`src/rtl/ps2k_pkg.sv`:
```
// Shared types and byte constants for the PS/2 keyboard receiver.
// The optional frame timeout is compiled in with PS2K_TIMEOUT_EN.
`timescale 1ns/1ps
package ps2k_pkg;

  typedef enum logic [1:0] {
    IDLE   = 2'd0,
    DATA   = 2'd1,
    PARITY = 2'd2,
    STOP   = 2'd3
  } ps2k_state_e;

  typedef struct packed {
    ps2k_state_e state;
    logic        ck_level;
    logic [2:0]  bit_cnt;
  } ps2k_dbg_t;

  localparam logic [7:0] PFX_EXT   = 8'hE0;
  localparam logic [7:0] PFX_BRK   = 8'hF0;
  localparam logic [7:0] PFX_PAUSE = 8'hE1;

  // BAT result, echo, ack, self-test fail, resend and overrun bytes are not keys
  function automatic logic is_discard(input logic [7:0] b);
    return b inside {8'h00, 8'hAA, 8'hEE, 8'hFA, 8'hFC, 8'hFE, 8'hFF};
  endfunction

endpackage

```
`src/rtl/ps2_filter.sv`:
```
// 2-FF synchroniser plus level debouncer for the raw PS/2 clock.
// The level only moves after FILTER consecutive samples disagree with it.
`timescale 1ns/1ps
module ps2_filter #(
  parameter int FILTER = 8
) (
  input  logic clock,
  input  logic reset,
  input  logic raw_i,
  output logic level_o,
  output logic fall_o
);

  localparam int CW = (FILTER > 2) ? $clog2(FILTER) : 1;
  localparam logic [CW-1:0] CNT_MAX = CW'(FILTER - 1);

  logic [1:0]    sync_q;
  logic [CW-1:0] cnt_q, cnt_d;
  logic          level_q, level_d;
  logic          fall_q, fall_d;

  always_comb begin
    cnt_d   = cnt_q;
    level_d = level_q;
    fall_d  = 1'b0;
    if (sync_q[1] == level_q) begin
      cnt_d = '0;
    end else if (cnt_q == CNT_MAX) begin
      level_d = sync_q[1];
      cnt_d   = '0;
      fall_d  = level_q;
    end else begin
      cnt_d = cnt_q + 1'b1;
    end
  end

  always_ff @(posedge clock or negedge reset) begin
    if (!reset) begin
      sync_q  <= 2'b11;
      cnt_q   <= '0;
      level_q <= 1'b1;
      fall_q  <= 1'b0;
    end else begin
      sync_q  <= {sync_q[0], raw_i};
      cnt_q   <= cnt_d;
      level_q <= level_d;
      fall_q  <= fall_d;
    end
  end

  assign level_o = level_q;
  assign fall_o  = fall_q;

endmodule

```
`src/rtl/ps2_keyboard.sv`:
```
// PS/2 set-2 receiver: frame FSM, parity/stop check and E0/F0 prefix folding.
// Define PS2K_TIMEOUT_EN to abort stalled frames after TIMEOUT cycles.
`timescale 1ns/1ps
module ps2_keyboard
  import ps2k_pkg::*;
#(
  parameter int FILTER = 8
`ifdef PS2K_TIMEOUT_EN
  , parameter int TIMEOUT = 112000
`endif
) (
  input  logic       clock,
  input  logic       reset,
  input  logic       ps2ck,
  input  logic       ps2d,
  output logic       strb,
  output logic       make,
  output logic [7:0] code,
  output logic       ext,
  output logic       err,
  output ps2k_dbg_t  dbg_o
);

  logic ck_level, ck_fall;
  logic [1:0] d_sync_q;
  logic d_s;

  ps2_filter #(.FILTER(FILTER)) u_ck_filter (
    .clock   (clock),
    .reset   (reset),
    .raw_i   (ps2ck),
    .level_o (ck_level),
    .fall_o  (ck_fall)
  );

  assign d_s = d_sync_q[1];

  ps2k_state_e state_q, state_d;
  logic [2:0] bit_cnt_q, bit_cnt_d;
  logic [7:0] shift_q, shift_d;
  logic       par_q, par_d;
  logic       ext_flag_q, ext_flag_d;
  logic       brk_flag_q, brk_flag_d;
  logic       strb_q, strb_d;
  logic       err_q, err_d;
  logic       make_q, make_d;
  logic       ext_q, ext_d;
  logic [7:0] code_q, code_d;
  logic       frame_ok;

`ifdef PS2K_TIMEOUT_EN
  localparam int TW = $clog2(TIMEOUT + 1);
  localparam logic [TW-1:0] TO_MAX = TW'(TIMEOUT - 1);
  logic [TW-1:0] to_cnt_q;

  always_ff @(posedge clock or negedge reset) begin
    if (!reset)                          to_cnt_q <= '0;
    else if (state_q == IDLE || ck_fall) to_cnt_q <= '0;
    else                                 to_cnt_q <= to_cnt_q + 1'b1;
  end
`endif

  always_comb begin
    state_d    = state_q;
    bit_cnt_d  = bit_cnt_q;
    shift_d    = shift_q;
    par_d      = par_q;
    ext_flag_d = ext_flag_q;
    brk_flag_d = brk_flag_q;
    strb_d     = 1'b0;
    err_d      = 1'b0;
    make_d     = make_q;
    ext_d      = ext_q;
    code_d     = code_q;
    frame_ok   = (^{shift_q, par_q}) & d_s;
    if (ck_fall) begin
      unique case (state_q)
        IDLE: begin
          if (!d_s) begin
            state_d   = DATA;
            bit_cnt_d = 3'd0;
          end
        end
        DATA: begin
          shift_d   = {d_s, shift_q[7:1]};
          bit_cnt_d = bit_cnt_q + 3'd1;
          if (bit_cnt_q == 3'd7) state_d = PARITY;
        end
        PARITY: begin
          par_d   = d_s;
          state_d = STOP;
        end
        STOP: begin
          state_d = IDLE;
          if (!frame_ok) begin
            err_d      = 1'b1;
            ext_flag_d = 1'b0;
            brk_flag_d = 1'b0;
          end else if (shift_q == PFX_EXT) begin
            ext_flag_d = 1'b1;
          end else if (shift_q == PFX_BRK) begin
            brk_flag_d = 1'b1;
          end else if (shift_q == PFX_PAUSE) begin
            ext_flag_d = ext_flag_q;
          end else if (!ext_flag_q && !brk_flag_q && is_discard(shift_q)) begin
            ext_flag_d = 1'b0;
          end else begin
            strb_d     = 1'b1;
            code_d     = shift_q;
            make_d     = !brk_flag_q;
            ext_d      = ext_flag_q;
            ext_flag_d = 1'b0;
            brk_flag_d = 1'b0;
          end
        end
        default: state_d = IDLE;
      endcase
    end
`ifdef PS2K_TIMEOUT_EN
    // Stalled frame: drop it silently, the prefix flags stay as they were
    else if (state_q != IDLE && to_cnt_q == TO_MAX) begin
      state_d   = IDLE;
      bit_cnt_d = 3'd0;
      shift_d   = '0;
    end
`endif
  end

  always_ff @(posedge clock or negedge reset) begin
    if (!reset) begin
      d_sync_q   <= 2'b11;
      state_q    <= IDLE;
      bit_cnt_q  <= 3'd0;
      shift_q    <= '0;
      par_q      <= 1'b0;
      ext_flag_q <= 1'b0;
      brk_flag_q <= 1'b0;
      strb_q     <= 1'b0;
      err_q      <= 1'b0;
      make_q     <= 1'b0;
      ext_q      <= 1'b0;
      code_q     <= '0;
    end else begin
      d_sync_q   <= {d_sync_q[0], ps2d};
      state_q    <= state_d;
      bit_cnt_q  <= bit_cnt_d;
      shift_q    <= shift_d;
      par_q      <= par_d;
      ext_flag_q <= ext_flag_d;
      brk_flag_q <= brk_flag_d;
      strb_q     <= strb_d;
      err_q      <= err_d;
      make_q     <= make_d;
      ext_q      <= ext_d;
      code_q     <= code_d;
    end
  end

  assign strb = strb_q;
  assign err  = err_q;
  assign make = make_q;
  assign ext  = ext_q;
  assign code = code_q;

  assign dbg_o.state    = state_q;
  assign dbg_o.ck_level = ck_level;
  assign dbg_o.bit_cnt  = bit_cnt_q;

endmodule

```
`config.mk`:
```
export PLATFORM = sky130hd
export DESIGN_NAME = ps2_keyboard
export DESIGN_NICKNAME = d
export VERILOG_FILES = /design/src/rtl/ps2k_pkg.sv /design/src/rtl/ps2_filter.sv /design/src/rtl/ps2_keyboard.sv
export SDC_FILE = /design/constraint.sdc
export NUM_CORES = 1
export LEC_CHECK = 0
export ABC_AREA = 1
export CAP_MARGIN = 30
export CORE_MARGIN = 2
export CORE_UTILIZATION = 55
export CTS_CLUSTER_SIZE = 30
export DETAILED_ROUTE_END_ITERATION = 8
export PLACE_DENSITY = 0.78
export SYNTH_ARGS = -nofsm -noshare
export SYNTH_HDL_FRONTEND = slang
export SYNTH_SLANG_ARGS = --single-unit
```
`constraint.sdc`:
```
create_clock -name clock -period 1.6 [get_ports clock]
set_input_delay 0.16 -clock clock [delete_from_list [all_inputs] [get_ports clock]]
set_output_delay 0.16 -clock clock [all_outputs]
set_load 0.02 [all_outputs]
```
## Word-level counts from Yosys, hierarchy flattened

Index checks and enable logic that the tools add are counted.

- Bits in latches: 0
- Output and inout bits: 18
- Memory bits (writable): 0
- Bits of input ports: 4
- Bits in read-only memories: 0
- Memories kept: 0
- Flip-flop bits (word level): 37
- Word-level logic and storage cells: 91

- Div/mod/pow operators: 0
- Multiplexer cells: 28
- Multipliers: 0
- Add/sub/neg operators: 2
- Shift operators: 0
- Equality and inequality tests: 22
- Reductions and logical operators: 17
- Order comparisons: 0
- Bitwise operators: 6

Operators by type and width:

| kind | count |
|---|---|
| $eq 8x8->1 const B | 9 |
| $mux 1 | 21 |
| $ne 3x3->1 const B | 4 |
| $mux 3 | 3 |
| $reduce_xor 9->1 | 1 |
| $logic_not 8->1 | 1 |
| $pmux 2 s4 | 1 |
| $reduce_and 7->1 | 1 |
| $reduce_bool 7->1 | 1 |
| $add 3x1->3 const B | 2 |
| $eq 3x3->1 const B | 2 |
| $ne 2x2->1 const B | 3 |
| $pmux 3 s2 | 1 |
| $reduce_and 2->1 | 3 |
| $reduce_and 3->1 | 2 |
| $not 1->1 | 5 |
| $reduce_and 5->1 | 1 |
| $eq 2x2->1 const B | 2 |
| $mux 2 | 2 |
| $reduce_and 4->1 | 1 |
| $eq 2x1->1 const B | 1 |
| $logic_and 1x1->1 | 2 |
| $logic_not 1->1 | 2 |
| $logic_not 2->1 | 1 |
| other kinds (3) | 3 |

## Logic depth before layout (Yosys ltp)

Gate-level depths: netlist of run 1.

- Word-level depth: 10
- Mapped depth: 13
- Mapped depth without buffers: 12

## Cells and area by module

A second synthesis of run 1 with hierarchy kept.

- Cells, all modules: 228
- Area, all modules: 1868.0 sq um

Modules (own cells, without submodules):

| module | cells each | times used | area each (sq um) | seq. area each (sq um) |
|---|---|---|---|---|
| ps2_keyboard | 204 | 1 | 1604.0 | 753.2 |
| ps2_filter | 24 | 1 | 264.0 | 178.9 |

## Worst setup path after synthesis of run 1

OpenSTA, ideal clock, no wires.

- Path kind: reg2reg
- Start point: reg state_q[0]
- End point: reg state_q[0]
- Clock period less this slack: 1537 ps
- Path slack: 63 ps
- Buffers on the path: 0
- Setup time: 129 ps
- Stages on the path, launching flop included: 10
- Data required time: 1471 ps
- Data arrival time: 1408 ps
- Cell sequence: dfrtp_1 -> inv_1 -> ha_1 -> inv_1 -> o21ai_0 -> inv_1 -> o21ai_0 -> inv_1 -> o21ai_0 -> o21ai_0

- Cells in the longest elaborated chain, start to end: 3
- Elaborated cells between the ends (all ways): 8
- Those cells by class: eq/ne (5); mux (1); reduce/logical (2)

RTL lines:

| item | line | RTL |
|---|---|---|
| start: declaration | ps2_keyboard.sv:38 | `ps2k_state_e state_q, state_d;` |
| start signal: assignment | ps2_keyboard.sv:145 | `state_q <= state_d;` |
| $eq 2x1->1 / $logic_not 2->1 (equally long branches) | ps2_keyboard.sv:77 | `unique case (state_q)` |
| $ne 2x2->1 (no line) | n/a |  |
| $reduce_and 3->1 (no line) | n/a |  |

Several ways; a longest one is shown, not always the timed one.
A chain may end at the register's enable or synchronous reset.

## Worst setup path after layout of run 1

- Start point: reg shift_q[0]
- End point: reg code_q[3], in the netlist code[3]

- Cells in the longest elaborated chain, start to end: 5
- Elaborated cells between the ends (all ways): 19
- Those cells by class: eq/ne (9); bitwise (5); reduce/logical (5)

RTL lines:

| item | line | RTL |
|---|---|---|
| start: declaration | ps2_keyboard.sv:40 | `logic [7:0] shift_q, shift_d;` |
| start signal: assignment | ps2_keyboard.sv:147 | `shift_q <= shift_d;` |
| $eq 8x8->1 / $logic_not 8->1 (equally long branches) | ps2k_pkg.sv:25 | `return b inside {8'h00, 8'hAA, 8'hEE, 8'hFA, 8'hFC, 8'hFE, 8'hFF};` |
| $reduce_bool 7->1 | ps2k_pkg.sv:25 |  |
| $logic_and 1x1->1 | ps2_keyboard.sv:105 | `end else if (!ext_flag_q && !brk_flag_q && is_discard(shift_q)) begin` |
| $not 1->1 (no line) | n/a |  |
| $reduce_and 7->1 (no line) * | n/a |  |
| end signal: assignment | ps2_keyboard.sv:155 | `code_q <= code_d;` |
| end: declaration | ps2_keyboard.sv:48 | `logic [7:0] code_q, code_d;` |

Mark *: on every way between the ends. The rest lies on a longest branch, timed or not.

==> run_results.csv, run 1 <==
group,metric,value,unit
clock_network,root_buffer,"clkbuf_4",
cells_and_area,nFillCells,235,
clock_network,clock_latency,360,ps
worst_setup_path,cp-end-kind,"flop",
logic_synthesis,ys_ff_latch,37,
sta,drv_slew,0,
drt,viasPerCell,5.194,
logic_synthesis,async_flop_share,100.0,%
power,vdd_drop_max,580.2,uV
logic_synthesis,syn_inst,245,
flow_run,drv_cap,0,
die,coreArea,3390,sq um
grt,grt_pass1_vias,1577,
logic_synthesis,syn_area,1967,sq um
grt,grt_use_total,21.84,%
worst_setup_path,start_kind,"flop",
cells_and_area,layout_common_cells,"nand2_1 (62), dfrtp_1 (24), inv_1 (20), nand2_2 (19), buf_4 (17)",
sta,worst_hold_slack,198.1,ps
sta,setup_ws,-79.28,ps
clock_network,cts_made_buffers,5,
cells_and_area,nNetsFinal,300,
clock_network,cts_max_level,2,
drt,wl_per_cell,14.01,um
worst_hold_path,hold_class,"in2reg",
sta,tns,-767.9,ps
worst_hold_path,whs_path_depth,1,
grt,grt_pass1_wl,6962,um
worst_setup_path,reg2reg_from,"shift_q[0]",
cells_and_area,fin_util,76.19,%
drt,first_pass_iters,5,
sta,rsz0062_at_grt,"yes",
worst_setup_path,cp.arrival,1940,ps
cells_and_area,final_common_cell,"nand2_1",
drt,ant_nets,0,
cells_and_area,postLayoutCellArea,2582,sq um
grt,overflow,0,
grt,grt_max_degree,20,
cells_and_area,layout-drive-gt1-share,32.18,%
power,leakagePower,0.001367,uW
sta,skew,8.812,ps
sta,worstMarginPinSlew,453.7,ps
worst_setup_path,cp_data_required_time,1860,ps
die,die-area,4070,sq um
worst_hold_path,min_from,"ps2ck",
outcome,outcome,"complete, but fails checks",
placed_design,numPortBuffers,21,
die,die_y,63.80,um
logic_synthesis,ys_warn_count,0,
sta,finalHoldViolCount,0,
die,num_rows,21,
drt,drtIter0Drc,100,
clock_network,cts_tree,"built",
sta,max-slew-margin-rel,69.75,%
logic_synthesis,synthFlopType,"dfrtp_1",
cells_and_area,syn2layout_area_growth,31.30,%
placed_design,finalWeightedCongestion,0.8925,
logic_synthesis,yosysUniqueCellTypes,26,
grt,antenna_found_initial,0,
cells_and_area,num_antenna_cells,0,
power,power_density,678.8,nW/um^2
sta,fin_crit_sh,105.0,%
worst_setup_path,rr_endpoint,"code[3]",
sta,setup_violations,12,
die,die_w,63.80,um
sta,fin_crit,1679,ps
worst_hold_path,hold-path-endpoint,"u_ck_filter.sync_q[0]",
sta,fmax,595.5,MHz
logic_synthesis,synth.avg_cell_area,8.028,sq um
die,initial_core_util,58.03,%
placed_design,place_area,2271,sq um
logic_synthesis,synth_fp_nets,257,
clock_network,clkTransAtPathRegs,120,ps
clock_network,clockBufferDepth,2,
drt,drc_errors,0,
drt,dr_total_vias,1740,
logic_synthesis,synth_seq_area_share,47.39,%
worst_setup_path,r2r.worst_path.cells,11,
placed_design,dp_hpwl,2855,um
clock_network,cts.sinks,37,
die,ioPinCount,22,
worst_setup_path,worstSetupPathType,"reg2reg",
drt,drt-total-wl,4692,um
placed_design,place_ws,-37.02,ps
outcome,violations,"setup timing",
worst_setup_path,reg2reg_slack,-80,ps
logic_synthesis,synth-edff-count,0,
worst_setup_path,crit_path_max_fanout,7,
[synth_stat cells (4+ instances only)]
library cell	count	area [sq um]
ha_1	8	100.1
nand2_1	74	277.8
buf_2	4	20.02
a21oi_1	4	20.02
nand3_1	17	85.08
dfstp_2	5	131.4
o21ai_0	13	65.06
inv_1	24	90.09
nand2_2	11	68.82
nand4_1	13	81.33
dfrtp_1	32	800.8
inv_2	6	22.52
nor2_1	17	63.81
[layer usage]
metal	share of wire, %	track usage, %	routed length (um)
met4	2.8	7.880	131
met5	0	0	0
met1	42	27.42	1984
met2	50	36.59	2347
met3	4.9	5.282	229
[where the power goes]
group / switching, uW / internal [uW] / total [uW]
combinational: 92.2 / 62.7 / 155
clock: 326 / 255 / 580
sequential: 26.4 / 991 / 1020
[state kept, by name, indices dropped and copies added, names as in the netlist, 2 cells and up]
register,cells
code,8
shift_q,8
bit_cnt_q,3
u_ck_filter.cnt_q,3
d_sync_q,2
state_q,2
u_ck_filter.sync_q,2
[worst max-delay path, cell delays in order, from the launching register on]
cell,delay [ps]
dfrtp_2,480
nand2_2,90
inv_1,50
nor2_2,120
nand2_1,110
nand3_1,110
nand3_1,110
nand2_2,130
nand4_4,130
buf_6,160
nand2_2,50
nand2_1,50
[cells by family after synthesis]
logic type,count (synthesis),share of synthesized area [%]
buffers and inverters,39,8.842
DFF,37,47.39
adders and majority gates,8,5.089
and+or+nand+nor,139,32.32
xor gates and xnor gates,2,0.8907
AOI/OAI and AO/OA,20,5.471
[layout make-up]
| class | instances | area, sq um | share of cell area, % |
|---|---|---|---|
| timing repair buffer | 44 | 414.1 | 16.04 |
| multi-input combinational | 170 | 985.9 | 38.18 |
| tap | 46 | 57.56 | 2.229 |
| clock inverter | 1 | 5.005 | 0.1938 |
| clock buffer | 7 | 65.06 | 2.519 |
| sequential | 37 | 942.2 | 36.48 |
| inverter | 30 | 112.6 | 4.360 |
[how the worst max path moves through the flow]
stage          slack, ps  startpoint    endpoint
2_1_floorplan         60  state_q[0]  state_q[0]
3_3_place_gp          10  shift_q[5]     code[0]
3_5_place_dp         -40  shift_q[5]     code[3]
4_1_cts                5  shift_q[6]     code[6]
5_1_grt             -180  shift_q[0]     code[5]
6_report             -80  shift_q[0]     code[3]
[per-stage QoR]
stage,std cells,total power (uW)
6_report,335,1753
3_3_place_gp,315,1185
4_1_cts,328,1759
3_5_place_dp,315,1197
2_1_floorplan,245,1133
5_1_grt,335,1829
[what timing repair did]
action	in CTS	in global routing
endpoints found under the setup margin	13	22
hold endpoints to repair	13	0
gates cloned	0	2
buffers inserted	4	5
pin swaps	0	12
hold buffers	1	0
gates resized for setup	5	48
No activity file was read; power rests on OpenSTA's default activity.
==> run 2, diff against run 1 <==
Settings changed: SETUP_SLACK_MARGIN set to 0.1.
==> run 2 against run 1 <==
Against the previous run: the flow still finishes with violations (setup timing); final area rose by 5.1%; hold slack better by 22 ps; clock power shrank 19%; sequential share of layout area shrank 1.8 points; final cell count increased by 2.7%; utilization grew 3.9 points; worst setup slack gained 74 ps; wire length is 1.5% higher; via count up 2.9%; clock-buffer cell count is 1 lower.
==> run_results.csv, run 2 (same netlist as run 1, synthesis figures left out) <==
group,metric,value,unit
die,die-area,4070,sq um
sta,fmax,622.9,MHz
worst_hold_path,hold_class,"in2reg",
placed_design,dp_hpwl,2896,um
worst_setup_path,cp_data_required_time,1840,ps
worst_setup_path,cp-end-kind,"flop",
sta,max-slew-margin-rel,70.59,%
power,power.total,1644,uW
die,initial_core_util,58.03,%
sta,fin_crit,1606,ps
cells_and_area,syn2layout_area_growth,37.98,%
grt,antenna_found_initial,0,
drt,wl_per_cell,13.85,um
clock_network,clkTransAtPathRegs,120,ps
cells_and_area,fin_util,80.07,%
die,die_w,63.80,um
grt,overflow,0,
die,die_y,63.80,um
clock_network,root_buffer,"clkbuf_4",
sta,setup_ws,-5.522,ps
grt,grt_max_degree,20,
worst_setup_path,reg2reg_slack,-6,ps
drt,drt-total-wl,4764,um
cells_and_area,fin_cells,344,
die,coreArea,3390,sq um
die,num_rows,21,
drt,dr_total_vias,1790,
drt,first_pass_iters,4,
grt,grt_use_total,23.40,%
clock_network,cts_tree,"built",
power,vdd_drop_max,688.5,uV
clock_network,cts_max_level,2,
outcome,outcome,"complete, but fails checks",
worst_setup_path,cp.arrival,1840,ps
grt,grt_pass1_vias,1708,
clock_network,clock_latency,350,ps
sta,drv_slew,0,
grt,grt_pass1_wl,7389,um
cells_and_area,layout-drive-gt1-share,37.92,%
clock_network,cts_made_buffers,5,
worst_hold_path,hold-path-endpoint,"u_ck_filter.sync_q[0]",
clock_network,clockBufferDepth,2,
worst_setup_path,rr_endpoint,"ext",
drt,drtIter0Drc,139,
drt,viasPerCell,5.203,
placed_design,finalWeightedCongestion,0.8856,
drt,drc_errors,0,
sta,fin_crit_sh,100.3,%
placed_design,place_ws,-13.99,ps
sta,finalHoldViolCount,0,
worst_setup_path,crit_path_max_fanout,6,
power,power_density,605.8,nW/um^2
sta,rsz0062_at_grt,"yes",
sta,tns,-10.73,ps
cells_and_area,final_common_cell,"nand2_1",
drt,ant_nets,0,
placed_design,numPortBuffers,21,
sta,skew,13.74,ps
cells_and_area,nNetsFinal,309,
worst_setup_path,start_kind,"flop",
power,leakagePower,0.001542,uW
cells_and_area,num_antenna_cells,0,
worst_hold_path,whs_path_depth,1,
worst_setup_path,worstSetupPathType,"reg2reg",
clock_network,cts.sinks,37,
worst_hold_path,min_from,"ps2ck",
worst_setup_path,reg2reg_from,"shift_q[6]",
worst_setup_path,r2r.worst_path.cells,9,
cells_and_area,nFillCells,209,
sta,setup_violations,3,
sta,worstMarginPinSlew,441.2,ps
die,ioPinCount,22,
outcome,violations,"setup timing",
flow_run,drv_cap,0,
cells_and_area,layout_common_cells,"nand2_1 (60), dfrtp_1 (24), buf_4 (23), nand2_2 (22), inv_1 (17)",
placed_design,dp.cells,315,
run 2: cell count changes in the layout (fill, tap and decap cells not counted), sizes merged:
| cell | delta |
|---|---|
| clkdlybuf4s50 | -12 |
| clkbuf | -1 |
| dlygate4sd2 | +8 |
| clkinv | +1 |
| buf | +9 |
| dlymetal6s2s | +4 |
run 2: how the worst max path moves through the flow:
stage	end	from	slack [ps]
detailed placement	code[3]	shift_q[5]	-10
floorplan	code[1]	state_q[1]	110
global placement	code[0]	shift_q[5]	40
CTS	code[7]	shift_q[4]	60
global route	ext_flag_q	shift_q[1]	-80
finish	ext	shift_q[6]	-6
run 2: layer usage:
metal  vias up  part of all wire (%)  track usage (%)
li1        887                     -                -
met1       840                    40            28.87
met2        51                    53            40.63
met3        12                   4.6            3.697
met4         0                   2.7            9.783
met5         -                     0                0
run 2: timing repair:
| action | CTS | global route |
|---|---|---|
| setup buffers | 10 | 9 |
| endpoints found under the setup margin | 23 | 34 |
| hold buffers | 1 | 0 |
| endpoints found under the hold margin | 13 | 0 |
| gates resized for setup | 41 | 45 |
| pin swaps | 19 | 11 |
| cloned | 1 | 0 |
run 2: area by class of cell:
| cell class | count | area (sq um) | share of cell area, % |
|---|---|---|---|
| multi-input cells | 170 | 1052 | 38.77 |
| flip-flops and latches | 37 | 942.2 | 34.72 |
| repair buffers | 53 | 493.0 | 18.17 |
| inverters | 30 | 117.6 | 4.334 |
| well taps | 46 | 57.56 | 2.121 |
| clock buffers | 6 | 41.29 | 1.521 |
| clock inverters | 2 | 10.01 | 0.3688 |
run 2: stage by stage:
stage          hold slack [ps]  cell area [sq um]
2_1_floorplan           -135.6               1967
3_3_place_gp             126.7               2271
3_5_place_dp             130.0               2271
4_1_cts                  204.7               2511
5_1_grt                  222.5               2714
6_report                 220.3               2714
run 2: power breakdown:
| group | internal [uW] | switching (uW) | leakage (uW) |
|---|---|---|---|
| sequential | 991 | 25.2 | 0.000484 |
| combinational | 64.6 | 93.1 | 0.00103 |
| clock | 167 | 302 | 0.0000320 |
run 2: critical path, stage by stage (launching register included):
cell	delay, ps
dfrtp_2	480
buf_4	160
nand4_1	130
or2_4	160
nand2_2	60
nor2_4	140
nand4_4	120
buf_6	160
nand2_2	50
nand2_1	40
==> run 3, diff against run 2 <==
Settings changed: ABC_AREA 1 to 0, PLACE_DENSITY 0.78 to 0.79, SLEW_MARGIN set to 0.
Clock period 1.6 ns to 1.5 ns, I/O delays scaled along.
==> run 3 against run 2 <==
Against the previous run: the flow still finishes with violations (setup timing); global-route usage fell by 2.1 points; final cell count fell by 28%; first-iteration DRC count down 51%; synthesized cell count shrank 38%; clock-buffer cell count shrank 1; worst setup slack lost 640 ps; via count decreased by 24%; combinational power is essentially flat; register-to-register slack worse by 640 ps; area after synthesis down 3.8%; final area down 4.4%; largest power group unchanged; highest routed layer unchanged.
==> run_results.csv, run 3 <==
group,metric,value,unit
outcome,outcome,"complete, but fails checks",
outcome,violations,"setup timing",
placed_design,finalWeightedCongestion,0.8038,
sta,max-slew-margin-rel,77.39,%
sta,worstMarginPinSlew,334.5,ps
logic_synthesis,synth_seq_area_share,49.24,%
die,coreArea,3311,sq um
sta,rsz0062_at_grt,"yes",
logic_synthesis,synth.most_common_cell,"dfrtp_1",
power,power.total,1767,uW
grt,overflow,0,
sta,drv_slew,0,
cells_and_area,num_antenna_cells,0,
clock_network,root_buffer,"clkbuf_4",
die,initial_core_util,57.18,%
logic_synthesis,yosysUniqueCellTypes,43,
logic_synthesis,synthFlopType,"dfrtp_1",
drt,first_pass_iters,4,
sta,fmax,467.0,MHz
worst_setup_path,cp_data_required_time,1740,ps
sta,setup_ws,-641.1,ps
logic_synthesis,synth-edff-count,0,
flow_run,drv_cap,0,
die,die-area,3928,sq um
cells_and_area,postLayoutCellArea,2595,sq um
drt,dr_total_vias,1367,
drt,ant_nets,0,
grt,grt_max_degree,38,
die,die_w,62.67,um
power,vdd_drop_max,695.7,uV
worst_setup_path,start_kind,"flop",
grt,grt_use_total,21.33,%
sta,finalHoldViolCount,0,
placed_design,dp_hpwl,2736,um
worst_setup_path,cp.arrival,2380,ps
cells_and_area,fin_util,78.38,%
cells_and_area,seq_area,938.4,sq um
drt,viasPerCell,5.512,
power,power_density,680.9,nW/um^2
sta,skew,9.932,ps
logic_synthesis,ys_ff_latch,37,
sta,setup_violations,14,
logic_synthesis,synth_top_area_share,42.30,%
die,ioPinCount,22,
worst_hold_path,hold_class,"in2async",
worst_setup_path,crit_path_max_fanout,9,
clock_network,cts.sinks,37,
logic_synthesis,syn_area,1893,sq um
clock_network,clock_latency,350,ps
grt,antenna_found_initial,0,
sta,fin_crit,2141,ps
sta,worst_hold_slack,160.5,ps
logic_synthesis,synth_area_leaders,"dfrtp_1 (42%), dfstp_2 (6.9%), mux2_2 (6.5%), mux2_4 (5.6%), ha_1 (5.3%)",
clock_network,clkTransAtPathRegs,110,ps
cells_and_area,nNetsFinal,213,
clock_network,cts_max_level,2,
placed_design,place_area,2384,sq um
clock_network,cts_made_buffers,5,
die,num_rows,21,
logic_synthesis,synth.avg_cell_area,12.54,sq um
drt,wl_per_cell,15.70,um
clock_network,cts_tree,"built",
clock_network,clockBufferDepth,2,
cells_and_area,syn2layout_area_growth,37.08,%
logic_synthesis,ys_warn_count,0,
sta,fin_crit_sh,142.7,%
worst_setup_path,worstSetupPathType,"reg2reg",
logic_synthesis,syn_inst,151,
cells_and_area,final_common_cell,"dfrtp_1",
cells_and_area,layout_common_cells,"dfrtp_1 (27), buf_4 (25), dlygate4sd2_1 (15), mux2_2 (10), mux2_4 (8)",
cells_and_area,nFillCells,218,
grt,grt_pass1_wl,6410,um
die,die_y,62.67,um
logic_synthesis,synth.largest_area_cell,"dfrtp_1",
placed_design,numPortBuffers,21,
worst_setup_path,cp-end-kind,"flop",
grt,grt_pass1_vias,1420,
logic_synthesis,synth_fp_nets,163,
power,leakagePower,0.001207,uW
cells_and_area,layout-drive-gt1-share,50.99,%
logic_synthesis,synth_common_cells,"dfrtp_1 (32), mux2_2 (11), ha_1 (8), nand2_1 (8), mux2_4 (7)",
drt,drt-total-wl,3894,um
logic_synthesis,async_flop_share,100.0,%
drt,drc_errors,0,
cells_and_area,multi_input_area,1046,sq um
drt,drtIter0Drc,68,
-- run 3: final cells by class --
cell class              count  area share, %
well taps                  46          2.218
flip-flops and latches     37          36.16
multi-input cells         100          40.31
clock inverters             3         0.8679
repair buffers             54          18.37
inverters                   3         0.6268
clock buffers               5          1.446
-- run 3: logic make-up after synthesis --
family / count (synthesis) / synth area share (%)
buf+inv: 14 / 4.428
fa+ha+maj: 9 / 5.816
xor+xnor: 8 / 5.221
compound gates: 22 / 8.724
flops: 37 / 49.24
simple gates: 40 / 12.69
mux: 21 / 13.88
-- run 3: what timing repair did --
action / in CTS / in global routing
setup endpoints to repair: 44 / 25
gates cloned: 0 / 0
setup buffers: 4 / 4
gates resized for setup: 40 / 18
hold endpoints to repair: 0 / 0
pin swaps: 4 / 10
hold buffers: 0 / 0
-- run 3: path summary, 6_finish.rpt --
check	cells past startpoint	slack, ps	from	endpoint
max in group asynchronous	2	1100	reset	d_sync_q[0]
worst max-delay path	6	-640	shift_q[2]	ext
min in group clock	1	190	ps2ck	u_ck_filter.sync_q[0]
worst max register to register	6	-640	shift_q[2]	ext
worst min register to register	0	370	d_sync_q[0]	d_sync_q[1]
worst min-delay path	2	160	reset	strb
-- run 3: stage by stage --
| stage | instances | setup TNS, ps | setup WS [ps] |
|---|---|---|---|
| 3_3_place_gp | 234 | -6036 | -577.4 |
| 6_report | 248 | -7123 | -641.1 |
| 3_5_place_dp | 234 | -6672 | -626.0 |
| 2_1_floorplan | 151 | -6181 | -665.2 |
| 4_1_cts | 245 | -6768 | -639.7 |
| 5_1_grt | 248 | -8214 | -722.1 |
-- run 3: critical path: stages, from the launching register on --
cell and delay (ps):
dfrtp_1 430, xnor3_1 350, xnor3_2 270, mux2i_2 250
nor4b_4 280, buf_12 180, mux2_4 290
-- run 3: where the power goes --
group	switching, uW	total, uW	leakage (uW)	internal [uW]
sequential	27.1	1080	0.000489	1060
combinational	82.5	158	0.000695	75.0
clock	344	525	0.0000234	181
-- run 3: per-layer routing --
metal  global-route usage [%]  share of wire [%]  vias up
li1                         -                  -      643
met1                    22.93                 38      688
met2                    38.71                 56       29
met3                    5.946                4.1        7
met4                    9.722                1.7        0
met5                        0                  0        -
